$ cat src/rtl/riscv_pkg.sv
// Shared core definitions used by the load-store unit.
//   LDST_*       funct3 size codes for loads and stores
//   lsu_state_t  LSU access state (idle / waiting on memory)
package riscv_pkg;

  localparam logic [2:0] LDST_B  = 3'd0;
  localparam logic [2:0] LDST_H  = 3'd1;
  localparam logic [2:0] LDST_W  = 3'd2;
  localparam logic [2:0] LDST_BU = 3'd4;
  localparam logic [2:0] LDST_HU = 3'd5;

  typedef enum logic [0:0] {
    StIdle,
    StBusy
  } lsu_state_t;

endpackage

$ cat src/rtl/lsu_data_align.sv
// Combinational data alignment for the LSU.
//   size_i     funct3 size code
//   addr_i     low two address bits
//   wd_i       store data from the core (LSBs significant)
//   rd_i       word read from memory
//   be_o       byte enables for the addressed lanes
//   wd_o       store data replicated across all lanes
//   rd_o       selected lane, sign- or zero-extended
//   misalign_o access is misaligned or the size code is illegal
module lsu_data_align
  import riscv_pkg::*;
(
  input  logic [2:0]  size_i,
  input  logic [1:0]  addr_i,
  input  logic [31:0] wd_i,
  input  logic [31:0] rd_i,
  output logic [3:0]  be_o,
  output logic [31:0] wd_o,
  output logic [31:0] rd_o,
  output logic        misalign_o
);

  logic [4:0]  bit_off;
  logic [7:0]  rd_byte;
  logic [15:0] rd_half;

  assign bit_off = {addr_i, 3'b000};
  assign rd_byte = rd_i[bit_off +: 8];
  assign rd_half = addr_i[1] ? rd_i[31:16] : rd_i[15:0];

  always_comb begin
    be_o       = 4'b0000;
    wd_o       = wd_i;
    rd_o       = 32'h0;
    misalign_o = 1'b0;
    case (size_i)
      LDST_B, LDST_BU: begin
        be_o = 4'b0001 << addr_i;
        wd_o = {4{wd_i[7:0]}};
        rd_o = (size_i == LDST_B) ? {{24{rd_byte[7]}}, rd_byte} : {24'h0, rd_byte};
      end
      LDST_H, LDST_HU: begin
        misalign_o = addr_i[0];
        be_o       = addr_i[1] ? 4'b1100 : 4'b0011;
        wd_o       = {2{wd_i[15:0]}};
        rd_o       = (size_i == LDST_H) ? {{16{rd_half[15]}}, rd_half} : {16'h0, rd_half};
      end
      LDST_W: begin
        misalign_o = |addr_i;
        be_o       = 4'b1111;
        rd_o       = rd_i;
      end
      default: misalign_o = 1'b1;
    endcase
  end

endmodule

$ cat src/rtl/riscv_lsu.sv
// Load-store unit between the core data port and data memory.
//   clk_i, rst_i         clock, synchronous active-high reset
//   core_*               core request (held stable while stalled) and load result
//   core_stall_o         holds the core until the access finishes
//   misalign_o           pulse: request rejected (misaligned or illegal size)
//   timeout_o            pulse: access aborted by the watchdog
//   mem_*                word-addressed memory port with byte enables
// TIMEOUT: BUSY cycles without mem_ready_i before abort; 0 disables the watchdog.
module riscv_lsu
  import riscv_pkg::*;
#(
  parameter int unsigned TIMEOUT = 255
) (
  input  logic        clk_i,
  input  logic        rst_i,
  input  logic        core_req_i,
  input  logic        core_we_i,
  input  logic [2:0]  core_size_i,
  input  logic [31:0] core_addr_i,
  input  logic [31:0] core_wd_i,
  output logic [31:0] core_rd_o,
  output logic        core_stall_o,
  output logic        misalign_o,
  output logic        timeout_o,
  output logic        mem_req_o,
  output logic        mem_we_o,
  output logic [3:0]  mem_be_o,
  output logic [31:0] mem_addr_o,
  output logic [31:0] mem_wd_o,
  input  logic [31:0] mem_rd_i,
  input  logic        mem_ready_i
);

  localparam int unsigned CntRaw = $clog2(TIMEOUT + 1);
  localparam int unsigned CntW   = (CntRaw < 1) ? 1 : CntRaw;
  localparam bit          WdogEn = (TIMEOUT != 0);
  // Counter is cleared on entry, so it holds TIMEOUT-1 in the TIMEOUT-th BUSY cycle.
  localparam logic [CntW-1:0] CntLast = CntW'(TIMEOUT - 1);

  lsu_state_t      state_q, state_d;
  logic [CntW-1:0] cnt_q, cnt_d;

  logic [3:0]  be_a;
  logic [31:0] wd_a;
  logic [31:0] rd_a;
  logic        bad_a;
  logic        mem_req;

  lsu_data_align u_align (
    .size_i     (core_size_i),
    .addr_i     (core_addr_i[1:0]),
    .wd_i       (core_wd_i),
    .rd_i       (mem_rd_i),
    .be_o       (be_a),
    .wd_o       (wd_a),
    .rd_o       (rd_a),
    .misalign_o (bad_a)
  );

  always_comb begin
    state_d      = state_q;
    cnt_d        = cnt_q;
    mem_req      = 1'b0;
    core_stall_o = 1'b0;
    misalign_o   = 1'b0;
    timeout_o    = 1'b0;
    core_rd_o    = 32'h0;
    case (state_q)
      StIdle: begin
        if (core_req_i) begin
          if (bad_a) begin
            misalign_o = 1'b1;
          end else begin
            mem_req      = 1'b1;
            core_stall_o = 1'b1;
            state_d      = StBusy;
            cnt_d        = '0;
          end
        end
      end
      StBusy: begin
        mem_req = 1'b1;
        cnt_d   = cnt_q + 1'b1;
        if (mem_ready_i) begin
          core_rd_o = rd_a;
          state_d   = StIdle;
        end else if (WdogEn && (cnt_q == CntLast)) begin
          timeout_o = 1'b1;
          state_d   = StIdle;
        end else begin
          core_stall_o = 1'b1;
        end
      end
      default: state_d = StIdle;
    endcase
    if (rst_i) begin
      mem_req      = 1'b0;
      core_stall_o = 1'b0;
      misalign_o   = 1'b0;
      timeout_o    = 1'b0;
    end
  end

  always_ff @(posedge clk_i) begin
    if (rst_i) begin
      state_q <= StIdle;
      cnt_q   <= '0;
    end else begin
      state_q <= state_d;
      cnt_q   <= cnt_d;
    end
  end

  assign mem_req_o  = mem_req;
  assign mem_we_o   = core_we_i & mem_req;
  assign mem_be_o   = mem_req ? be_a : 4'b0000;
  assign mem_addr_o = {core_addr_i[31:2], 2'b00};
  assign mem_wd_o   = wd_a;

endmodule
$ cat config.mk
export PLATFORM = sky130hd
export DESIGN_NAME = riscv_lsu
export DESIGN_NICKNAME = d
export VERILOG_FILES = /design/src/rtl/riscv_pkg.sv /design/src/rtl/lsu_data_align.sv /design/src/rtl/riscv_lsu.sv
export SDC_FILE = /design/constraint.sdc
export NUM_CORES = 1
export LEC_CHECK = 0
export ABC_CLOCK_PERIOD_IN_PS = 4200
export CELL_PAD_IN_SITES_DETAIL_PLACEMENT = 1
export CELL_PAD_IN_SITES_GLOBAL_PLACEMENT = 1
export CORE_MARGIN = 1.5
export CORE_UTILIZATION = 20
export CTS_CLUSTER_SIZE = 40
export DETAILED_ROUTE_END_ITERATION = 16
export PLACE_DENSITY_LB_ADDON = 0.1
export SYNTH_ARGS = -nofsm -noshare
export SYNTH_HDL_FRONTEND = slang
export SYNTH_SLANG_ARGS = --single-unit
$ cat constraint.sdc
create_clock -name clk_i -period 4.2 [get_ports clk_i]
set_input_delay 0.84 -clock clk_i [delete_from_list [all_inputs] [get_ports clk_i]]
set_output_delay 0.84 -clock clk_i [all_outputs]
set_load 0.05 [all_outputs]
==> results.toml <==
[routing]
antenna_violation_net_count_after_detailed_routing = 0
detail_route.drc_violations = 0
detail_route.wirelength_um = 9370
post_drt_wl_per_cell_um = 17.8
vias = 2598
via_per_inst = 4.94
drt_pre_antenna_iters = 4
detail_route.iter0.violations = 37

[placed_design]
detailed_place_hpwl_um = 7450
portBuffers = 146
dpl-instance-area_um2 = 3740
globalplace.congestion = 0.760
placedCellCount = 522

[critical_path]
timing.critical_path.slowest_cell_delay_ns = 0.58
critical_path.endpoint_type = "output port"
worst_path_dominant_cell_family = "buffers and inverters"
crit_path_start_kind = "input pin"
critPathBufInv = 3
setup.worst_path.class = "input pin to output port"
path_max_fanout = 13
timing.critical_path.arrival_ns = 3.03
worstPathRequired_ns = 3.36
worstPathCellList = "clkdlybuf4s50_1 > buf_4 > nor2_2 > nand3b_1 > a31oi_1 > buf_12"
cp_slowest_cell = "clkdlybuf4s50_1"

[power_and_ir_drop]
static-leakage-power_nw = 1.37
p_per_area_nw_per_um2 = 152
power_after_layout_uw = 574
worst_ir_drop_vdd_v = 0.0000763

[clock_tree]
cts.path.max_buffers = 2
cts.reportedPaths.clkPinSlew_ns = 0.05
numCtsBuffers = 3
post-cts-setup-buffers = 0
cts_hold_fix_bufs = 0
numClockSinks = 9
post_cts_resized = 0
cts_tree = "yes"
cts_root_buffer = "clkbuf_8"
cts_max_level = 1
worstSkewPairLatency_ns = 0.24

[global_routing]
grt_start_max_net_pins = 35
via_count_of_the_first_global_routing_pass = 2753
grt_pass1_wl_um = 14900
grt-ovfl-total = 0
grtUsageTotal_pct = 17.0
initial_antenna_violation_count = 0

[sta]
final.setup_skew_ns = 0.00102
hold_viol = 0
rsz0062_at_grt = "no"
min_period_over_period_pct = 92.2
tightest_slew_ns = 0.649
min_period_ns = 3.87
setup_violations = 0
max_freq_mhz = 258
finalSetupTns_ns = 0
slew-limit-headroom_pct = 56.8
number_of_max_slew_violations_in_the_final_report = 0

[floorplan]
start_util_pct = 20.8
die_width_um = 104
design.portCount = 209
vertical_die_dimension_um = 104
dieArea_um2 = 10900
coreArea_um2 = 9860
site_rows = 36

[synth]
synth_edf_count = 0
syn-instance-count = 289
synth_area_um2 = 2050
yosys.area_share.adder_pct = 1.22
seq_area_frac_synth_pct = 8.80
post_synth_most_frequent_cells = "54 x nand2_1, 41 x buf_4, 28 x o21ai_0"
synthXorXnorAreaFrac_pct = 0
synth_top_family_by_area = "compound AO/OA/AOI/OAI gates"
synth_seq_cells = 9
async_flop_share_pct = 0
share_of_the_synthesized_area_in_the_top_cell_type_pct = 15.0
synth_ff_type = "dfxtp_1"
share_of_cell_area_taken_by_muxes_after_synthesis_pct = 22.1
synth.area.top_cells = "buf_4 15%, nand2_1 9.9%, mux2_2 9.4%"
synth_top_cell_by_area = "buf_4"
post_synth.cell_area_avg_um2 = 7.08
post-synth-top-count-cell = "nand2_1"
post_synthesis_compound_gate_area_fraction_pct = 26.0
post_synth_num_cell_types = 44
synth-simple-area-share_pct = 21.6
yosysWarnings = 0

[cells_and_area]
final_net_count = 500
finish.instance_area_um2 = 3780
layoutNonFillerInstCount = 526
layout_cells_sized_above_1_pct = 28.2
layout-area-overhead-vs-synth_pct = 84.8
insertedDiodeCount = 0

[hold_path]
timing.hold.worst.class = "flop to flop"

[run_status]
status = "finished clean"

[run]
maxCapViolCount = 0
layer usage:
| metal | vias up | part of all wire, % | global-route usage [%] |
|---|---|---|---|
| li1 | 1232 | - | - |
| met3 | 18 | 6.7 | 4.01 |
| met1 | 1235 | 42 | 20.3 |
| met4 | 0 | 1.6 | 3.17 |
| met5 | - | 0 | 0 |
| met2 | 113 | 50 | 30.8 |
metrics by stage:
step	hold slack, ns	setup WS (ns)	util [%]
4_1_cts	0.554	0.341	38.4
3_3_place_gp	0.533	0.379	37.9
2_1_floorplan	0.501	0.496	-
3_5_place_dp	0.543	0.351	37.9
5_1_grt	0.590	0.129	38.4
6_report	0.548	0.326	38.4
report_power, final:
part	switching, mW	internal (mW)
clock network	0.0382	0.0665
logic	0.214	0.166
registers	0.00335	0.0870
total	0.255	0.319
cells in the final DEF, fill, tap and decap left out, drive strengths merged, types with 2 or more instances in the layout:
cell type / instances
clkdlybuf4s50: 82
o21a: 2
a21oi: 21
nand3: 4
buf: 78
a311o: 3
nor4: 2
nor3b: 3
mux2i: 8
mux2: 17
inv: 6
a31oi: 15
ha: 2
nor3: 4
nand2: 54
a22oi: 2
a311oi: 2
nand2b: 3
and3: 5
nor2: 6
conb: 2
mux4: 8
and4: 3
o21ai: 28
nor2b: 2
clkbuf: 4
a211oi: 5
dfxtp: 9
registers in the layout, summed over array words and instances, names as in the netlist:
register and count:
cnt_q 8, state_q 1
cells by family after synthesis:
group | after synthesis
other | 1
AO/OA/AOI/OAI | 85
AND/OR/NAND/NOR | 92
adder cells (fa/ha/maj) | 2
buffers and inverters | 67
multiplexers | 33
flip-flops | 9
area by class of cell:
cell class                      instances  area (µm²)
Sequential cell                         9         180
Multi-Input combinational cell        214        1460
Inverter                                6        22.5
Timing Repair Buffer                  160        1910
Clock buffer                            4        45.0
Tap cell                              133         166
Fill cell                            1144        6080
final timing paths:
| check | startpoint | to | slack, ns | cells past startpoint |
|---|---|---|---|---|
| min | cnt_q[7]$_SDFFE_PP0P_ | cnt_q[7]$_SDFFE_PP0P_ | 0.55 | 1 |
| max reg2reg | state_q$_DFF_P_ | cnt_q[6]$_SDFFE_PP0P_ | 2.60 | 3 |
| max | core_size_i[0] | core_rd_o[10] | 0.33 | 6 |
| min reg2reg | cnt_q[7]$_SDFFE_PP0P_ | cnt_q[7]$_SDFFE_PP0P_ | 0.55 | 1 |
No activity file was read; power rests on OpenSTA's default activity.
